==> src/rtl/shift_sequencer_if.sv <==
// Request/result handshake bundle for shift_sequencer.
// The slave modport is the sequencer side; master is the requester/consumer side.
interface shift_sequencer_if;
  logic        valid_i;
  logic        ready_o;
  logic [1:0]  op_i;
  logic [31:0] rs1_i;
  logic [31:0] rs2_i;
  logic        valid_o;
  logic        ready_i;
  logic [31:0] rd_o;
  logic        busy_o;

  modport slave (
    input  valid_i, op_i, rs1_i, rs2_i, ready_i,
    output ready_o, valid_o, rd_o, busy_o
  );

  modport master (
    output valid_i, op_i, rs1_i, rs2_i, ready_i,
    input  ready_o, valid_o, rd_o, busy_o
  );
endinterface

==> src/rtl/shift_sequencer.sv <==
// Multi-cycle barrel-free shifter: SLL/SRL/SRA/pass-through, IDLE -> BUSY -> DONE handshake.
// Define SHIFT_FAST_EN to shift up to STEP bits per cycle instead of one.
module shift_sequencer #(
  parameter int unsigned STEP = 4
) (
  input  logic              clk_i,
  input  logic              rst_ni,
  shift_sequencer_if.slave  sif
);

  if (!(STEP == 2 || STEP == 4 || STEP == 8)) begin : g_bad_step
    $error("shift_sequencer: STEP must be 2, 4 or 8");
  end

  typedef enum logic [1:0] {StIdle, StBusy, StDone} state_e;

  state_e      state_q, state_d;
  logic [1:0]  op_q, op_d;
  logic [31:0] work_q, work_d;
  logic [31:0] rd_q, rd_d;
  logic [4:0]  cnt_q, cnt_d;
  logic [4:0]  step_k;
  logic [31:0] shifted;
  logic        unused_rs2_hi;

  // Only the low five bits of the shift amount are architecturally meaningful.
  assign unused_rs2_hi = ^sif.rs2_i[31:5];

  always_comb begin
`ifdef SHIFT_FAST_EN
    step_k = (32'(cnt_q) < STEP) ? cnt_q : 5'(STEP);
`else
    step_k = 5'd1;
`endif
  end

  always_comb begin
    case (op_q)
      2'b00:   shifted = work_q << step_k;
      2'b01:   shifted = work_q >> step_k;
      2'b10:   shifted = $signed(work_q) >>> step_k;
      default: shifted = work_q;
    endcase
  end

  always_comb begin
    state_d = state_q;
    op_d    = op_q;
    work_d  = work_q;
    cnt_d   = cnt_q;
    rd_d    = rd_q;
    unique case (state_q)
      StIdle: begin
        if (sif.valid_i) begin
          op_d = sif.op_i;
          if (sif.rs2_i[4:0] == 5'd0 || sif.op_i == 2'b11) begin
            rd_d    = sif.rs1_i;
            state_d = StDone;
          end else begin
            work_d  = sif.rs1_i;
            cnt_d   = sif.rs2_i[4:0];
            state_d = StBusy;
          end
        end
      end
      StBusy: begin
        work_d = shifted;
        cnt_d  = cnt_q - step_k;
        if (cnt_q == step_k) begin
          rd_d    = shifted;
          state_d = StDone;
        end
      end
      StDone: begin
        // No accept on this edge: ready_o only rises once back in IDLE.
        if (sif.ready_i) begin
          state_d = StIdle;
        end
      end
      default: state_d = StIdle;
    endcase
  end

  always_ff @(posedge clk_i or negedge rst_ni) begin
    if (!rst_ni) begin
      state_q <= StIdle;
      op_q    <= 2'b00;
      work_q  <= 32'd0;
      cnt_q   <= 5'd0;
      rd_q    <= 32'd0;
    end else begin
      state_q <= state_d;
      op_q    <= op_d;
      work_q  <= work_d;
      cnt_q   <= cnt_d;
      rd_q    <= rd_d;
    end
  end

  assign sif.ready_o = (state_q == StIdle);
  assign sif.valid_o = (state_q == StDone);
  assign sif.busy_o  = (state_q == StBusy);
  assign sif.rd_o    = rd_q;

endmodule

==> src/flat_wrapper.sv <==
// flat-port wrapper written by rule: the top's interface ports become plain ports
module shift_sequencer_flat 
#(
  parameter int unsigned STEP = 4
)
  (clk_i, rst_ni, sif_valid_i, sif_op_i, sif_rs1_i, sif_rs2_i, sif_ready_i, sif_ready_o, sif_valid_o, sif_rd_o, sif_busy_o);
  shift_sequencer_if sif_i ();
  input  logic clk_i;
  input  logic rst_ni;
  input wire logic [$bits(sif_i.valid_i)-1:0] sif_valid_i;
  input wire logic [$bits(sif_i.op_i)-1:0] sif_op_i;
  input wire logic [$bits(sif_i.rs1_i)-1:0] sif_rs1_i;
  input wire logic [$bits(sif_i.rs2_i)-1:0] sif_rs2_i;
  input wire logic [$bits(sif_i.ready_i)-1:0] sif_ready_i;
  output wire logic [$bits(sif_i.ready_o)-1:0] sif_ready_o;
  output wire logic [$bits(sif_i.valid_o)-1:0] sif_valid_o;
  output wire logic [$bits(sif_i.rd_o)-1:0] sif_rd_o;
  output wire logic [$bits(sif_i.busy_o)-1:0] sif_busy_o;
  assign sif_i.valid_i = sif_valid_i;
  assign sif_i.op_i = sif_op_i;
  assign sif_i.rs1_i = sif_rs1_i;
  assign sif_i.rs2_i = sif_rs2_i;
  assign sif_i.ready_i = sif_ready_i;
  assign sif_ready_o = sif_i.ready_o;
  assign sif_valid_o = sif_i.valid_o;
  assign sif_rd_o = sif_i.rd_o;
  assign sif_busy_o = sif_i.busy_o;
  shift_sequencer #(.STEP(STEP)) u_core (.clk_i(clk_i), .rst_ni(rst_ni), .sif(sif_i));
endmodule
==> config.mk <==
export PLATFORM = sky130hd
export DESIGN_NAME = shift_sequencer_flat
export DESIGN_NICKNAME = d
export VERILOG_FILES = /design/src/rtl/shift_sequencer_if.sv /design/src/rtl/shift_sequencer.sv /design/src/flat_wrapper.sv
export SDC_FILE = /design/constraint.sdc
export NUM_CORES = 1
export LEC_CHECK = 0
export CAP_MARGIN = 20
export CORE_MARGIN = 3
export CORE_UTILIZATION = 45
export CTS_CLUSTER_DIAMETER = 200
export CTS_CLUSTER_SIZE = 24
export DETAILED_ROUTE_END_ITERATION = 10
export MAX_ROUTING_LAYER = met4
export PLACE_DENSITY = 0.76
export SYNTH_ARGS = -nofsm -noshare
export SYNTH_HDL_FRONTEND = slang
export SYNTH_SLANG_ARGS = --single-unit
==> constraint.sdc <==
create_clock -name clk_i -period 3.6 [get_ports clk_i]
set_clock_uncertainty 0.15 [all_clocks]
set_input_delay 0.72 -clock clk_i [delete_from_list [all_inputs] [get_ports clk_i]]
set_output_delay 0.72 -clock clk_i [all_outputs]
set_load 0.01 [all_outputs]
# Word-level counts from Yosys, hierarchy flattened
# Index checks and enable logic that the tools add are counted.
[totals]
reg_bits = 73
inputBits = 70
out_inout_bits = 35
elab_cells = 42
[classes]
addsub = 1
eq_ne = 11
n_mux = 16
n_reduce_logical = 9
[ops]
columns = ["op", "count"]
rows = [
  ["$mux W32", 5],
  ["$pmux W32 S2", 2],
  ["$pmux W32 S3", 1],
  ["$mux W5", 2],
  ["$pmux W5 S2", 1],
  ["$mux W2", 4],
  ["$eq A2 B2 Y1 const B", 3],
  ["$ne A2 B2 Y1 const B", 3],
  ["$pmux W2 S3", 1],
  ["$reduce_and A3 Y1", 2],
  ["$eq A5 B1 Y1 const B", 1],
  ["$logic_not A5 Y1", 1],
  ["$sub A5 B1 Y5 const B", 1],
  ["$eq A2 B1 Y1 const B", 2],
  ["$logic_not A2 Y1", 2],
  ["$ne A2 B1 Y1 const B", 2],
  ["$reduce_and A4 Y1", 1],
  ["$reduce_and A2 Y1", 1],
  ["$reduce_bool A2 Y1", 1],
  ["$logic_or A1 B1 Y1", 1],
]

# Logic depth before layout (Yosys ltp)
[logic_depth]
word_depth = 5
depth_mapped = 7
ltp_nobuf = 6

# Worst setup path before layout
# No wires, ideal clock.
[synth_timing]
path_type = "input-to-reg"
from = "input sif_rs2_i[4]"
to = "register u_core.work_q[31]"
setup_ns = 0.128
arrival_time_ns = 1.901
t_required_ns = 3.322
setup_slack_ns = 1.422
stages = 4
n_path_buf = 1
path_cell_list = "or3_4 o2111ai_2 buf_2 mux2_1"
[synth_between]
elab_chain_cells = 4
[synth_lines]
columns = ["element", "line", "text"]
rows = [
  ["start, declared", "flat_wrapper.sv:13", "input wire logic [$bits(sif_i.rs2_i)-1:0] sif_rs2_i;"],
  ["$logic_not A5 Y1", "shift_sequencer.sv:56", "if (sif.rs2_i[4:0] == 5'd0 || sif.op_i == 2'b11) begin"],
  ["$logic_or A1 B1 Y1", "shift_sequencer.sv:56", ""],
  ["$ne A2 B2 Y1 (no line)", "n/a", ""],
  ["$reduce_and A3 Y1 (no line)", "n/a", ""],
  ["end signal, assigned", "shift_sequencer.sv:94", "work_q <= work_d;"],
  ["end, declared", "shift_sequencer.sv:19", "logic [31:0] work_q, work_d;"],
]
# Every way passes these cells.
# A chain may end at the register's enable or synchronous reset.

# Worst setup path in the final report
[layout_timing]
from = "register u_core.state_q[1]"
to = "output sif_valid_o"
[layout_between]
elab_chain_cells = 1
[layout_lines]
columns = ["element", "line", "text"]
rows = [
  ["start, declared", "shift_sequencer.sv:17", "state_e state_q, state_d;"],
  ["start signal, assigned", "shift_sequencer.sv:86", "state_q <= StIdle;"],
  ["start signal, assigned", "shift_sequencer.sv:92", "state_q <= state_d;"],
  ["$eq A2 B2 Y1", "shift_sequencer.sv:101", "assign sif.valid_o = (state_q == StDone);"],
  ["end, declared", "flat_wrapper.sv:16", "output wire logic [$bits(sif_i.valid_o)-1:0] sif_valid_o;"],
]
# Every way passes these cells.

==> results.md <==
* Net count, final at around 530
* Largest net degree at the start of global routing at 41
* # fillers at slightly above 700
* Number of diodes at 0
* Met2 usage at 0.3410
* Max rail drop VDD at roughly 0.00050 V
* Syn nets at around 470
* Async SR Flop Fraction at 1.000
* Placer Congestion at 0.8471
* Synth Flop Type: dfrtp_1
* Worst-Skew Late Latency at between 0.3 and 0.4 ns
* Rel. slew slack at 0.2768
* CP max FO at 34
* Remaining DRCs at 0
* Met3 Resource Use GR at 0.04429
* IO Pins at between 100 and 150
* Leak Pwr at roughly 1.9 nW
* Worst r2r path cells at 6
* Yosys warns at 0
* Via density at roughly 6.2
* Crit share post-route at 0.9112
* Starting density of the core at 0.4770
* Post-synth EDFFs at 0
* MaxCap Viol Count at 0
* Clk network pwr share at 0.115
* Sequential share of the synthesized area at 0.4547
* Vias in the first global route at ~3400
* Post-CTS setup buffer count at 0
* Share of power burned in registers at 0.337
* Total wire length at approximately 11000 um
* Internal reg-to-reg setup slack at ~0.96 ns
* Post-synth top area share at 0.4547
* Req. time, crit path at around 2.7 ns
* Core area at between 8000 and 9000 um^2
* Post-cts repair resize count at 0
* Net Sw Power at 2.292 mW
* Worst slack, placed at around 0.58 ns
* Count of final setup violators at 0
* Setup crit end kind: output pin
* Syn Inst Count at roughly 400
* Antenna violations before repair at 0
* H-tree depth at 3
* Worst-path clk slew at 0.08 ns
* Placed Instances at around 550
* Post-DRT Antenna Nets at 0
* Yosys cell types at 47
* Clk root buf: clkbuf_8
* Final HPWL DP at 6898 um
* Sw Ratio at 0.4466
* Int Pwr at about 2.8 mW
* Clk buf depth at 2
* Register bit total from synthesis at 73
* Starting DRT DRC Count at 371
* Fin util at 0.5946
* Cell area after synthesis at ~4000 um^2
* First drt pass iteration count at 7
* Setup crit start kind: flip-flop
* GR peak layer: met2
* Worst setup slack after layout at 0.3196 ns
* Slew Viols, Final at 0
* Die footprint at between 10000 and 15000 um^2
* Worst Path Arrival at 2.41 ns
* Mean post-synth cell area at between 10 and 15 um^2
* Total power at slightly above 5 mW
* Max Clock Freq at between 300 and 400 MHz
* Hold Path Stages at 1
* Total grt overflow at 0
* Worst Max-Slew Pin Slew at around 1.1 ns
* Combinational power share at 0.548
* Critical path type: flip-flop to output pin
* Setup TNS at 0 ns
* Share of cells above drive strength 1 at 0.1441
* First-pass GRT wire length at 17570 um
* Chip Width at 100.5 um
* Status: finished, final reports clean
* Area added between synthesis and finish at 24.67%
* Final hold violations at 0
* Clock sinks at 73
* Routed via count at around 3600
* Rows at 33
* Pwr Density at between 1000 and 1500 nW/um^2
* Drt wl/cell at 18.77 um
* TritonCTS clock tree: built
* Tmin final at roughly 3.3 ns
* # hold bufs at CTS at 0
* GR Util All Layers at 0.2233
* Die Ht at 100.5 um
* Cell taking the most area after synthesis: dfrtp_1
* Top cells by area, synth: dfrtp_1 45%, o2bb2ai_2 8.2%, a311o_1 7.5%
* Finished Layout Cells at 570
* CTS Buf Count at 9
* GRT met1 Usage at 0.3100
* Worst Hold Class: flip-flop to flip-flop
* RSZ-0062 raised after global routing: false
* IO Port Bufs at 77
layout make-up:
type	count	area [um^2]	share of cell area
multi-input combinational	275	1966	0.3925
sequential	73	1828	0.3650
timing repair buffer	91	870.8	0.1739
clock buffer	13	158.9	0.03173
tap	105	131.4	0.02623
inverter	10	38.79	0.007744
clock inverter	3	15.01	0.002998
logic make-up after synthesis:
logic type,after synthesis,share of synthesized area
buffers and inverters,49,0.06197
and+or+nand+nor,121,0.1267
xor gates and xnor gates,1,0.002180
muxes,7,0.01869
adders and majority gates,2,0.006228
AOI/OAI and AO/OA,144,0.3295
DFF,73,0.4547
placed cells by master (no fill, tap or decap), types with 2 or more instances in the layout:
cell / n
a21oi_1: 3
a311o_1: 30
a31oi_1: 3
a32oi_1: 30
buf_4: 14
clkbuf_1: 2
clkbuf_8: 11
clkdlybuf4s50_1: 76
clkinv_2: 4
dfrtp_1: 72
ha_1: 2
inv_1: 8
mux2_1: 3
mux2i_1: 3
nand2_1: 65
nand3b_1: 2
nor2_1: 40
nor2b_1: 2
o21ai_0: 2
o21ai_1: 34
o2bb2ai_1: 8
o2bb2ai_2: 22
o311ai_4: 2
o31ai_1: 2
o41ai_2: 2
or3_1: 2
power by group through the flow:
stage / Combinational, mW / Sequential [mW] / Clock, mW
after CTS: 2.82 / 1.72 / 0.597
after detailed placement: 2.80 / 1.72 / 0
after floorplan: 1.99 / 1.62 / 0
after global placement: 2.74 / 1.71 / 0
after global routing: 3.06 / 1.80 / 0.636
final: 2.81 / 1.73 / 0.588
final timing paths:
path / start / to
worst min register to register: u_core.sif.rd_o[26] / u_core.sif.rd_o[26]
worst min-delay path: u_core.sif.rd_o[26] / u_core.sif.rd_o[26]
worst max-delay path: u_core.state_q[1] / sif_valid_o
min in group asynchronous: rst_ni / u_core.sif.rd_o[4]
worst max register to register: u_core.state_q[1] / u_core.sif.rd_o[30]
max in group asynchronous: rst_ni / u_core.work_q[17]
registers in the layout, summed over array words and instances, names as in the netlist:
name,count
u_core.work_q,32
u_core.cnt_q,5
u_core.op_q,2
u_core.state_q,2
u_core.sif.rd_o,32
per-stage QoR:
step                hold WS (ns)  cell area [um^2]
floorplan                 0.2744              4018
global route              0.3740              5009
finish                    0.3451              5009
CTS                       0.3487              5009
global placement          0.3252              4835
detailed placement        0.3251              4835
cell usage after synthesis (2+ instances only):
master,count
a32oi_1,30
a21oi_1,3
o2bb2ai_2,22
a31oi_1,3
mux2_1,3
inv_1,8
dfrtp_1,73
mux2i_1,3
nand3b_1,2
o21ai_1,34
nor2_1,40
or3_1,2
clkbuf_1,17
buf_2,9
ha_1,2
o31ai_1,2
buf_6,2
nand2_1,65
o21ai_0,2
buf_4,10
nor2b_1,2
a311o_1,30
o2bb2ai_1,8
o41ai_2,2
worst max-delay path: stages, from the launching register on:
cell and delay, ns:
dfrtp_1 0.65, clkinv_2 0.57, nor2_1 0.27, clkdlybuf4s50_1 0.56
per-layer routing:
layer,routed length (um),share of wire
met3,716,0.067
met1,4763,0.45
met2,5096,0.48
met5,0,0
met4,122,0.011
Power figures use the tool's default switching activity.
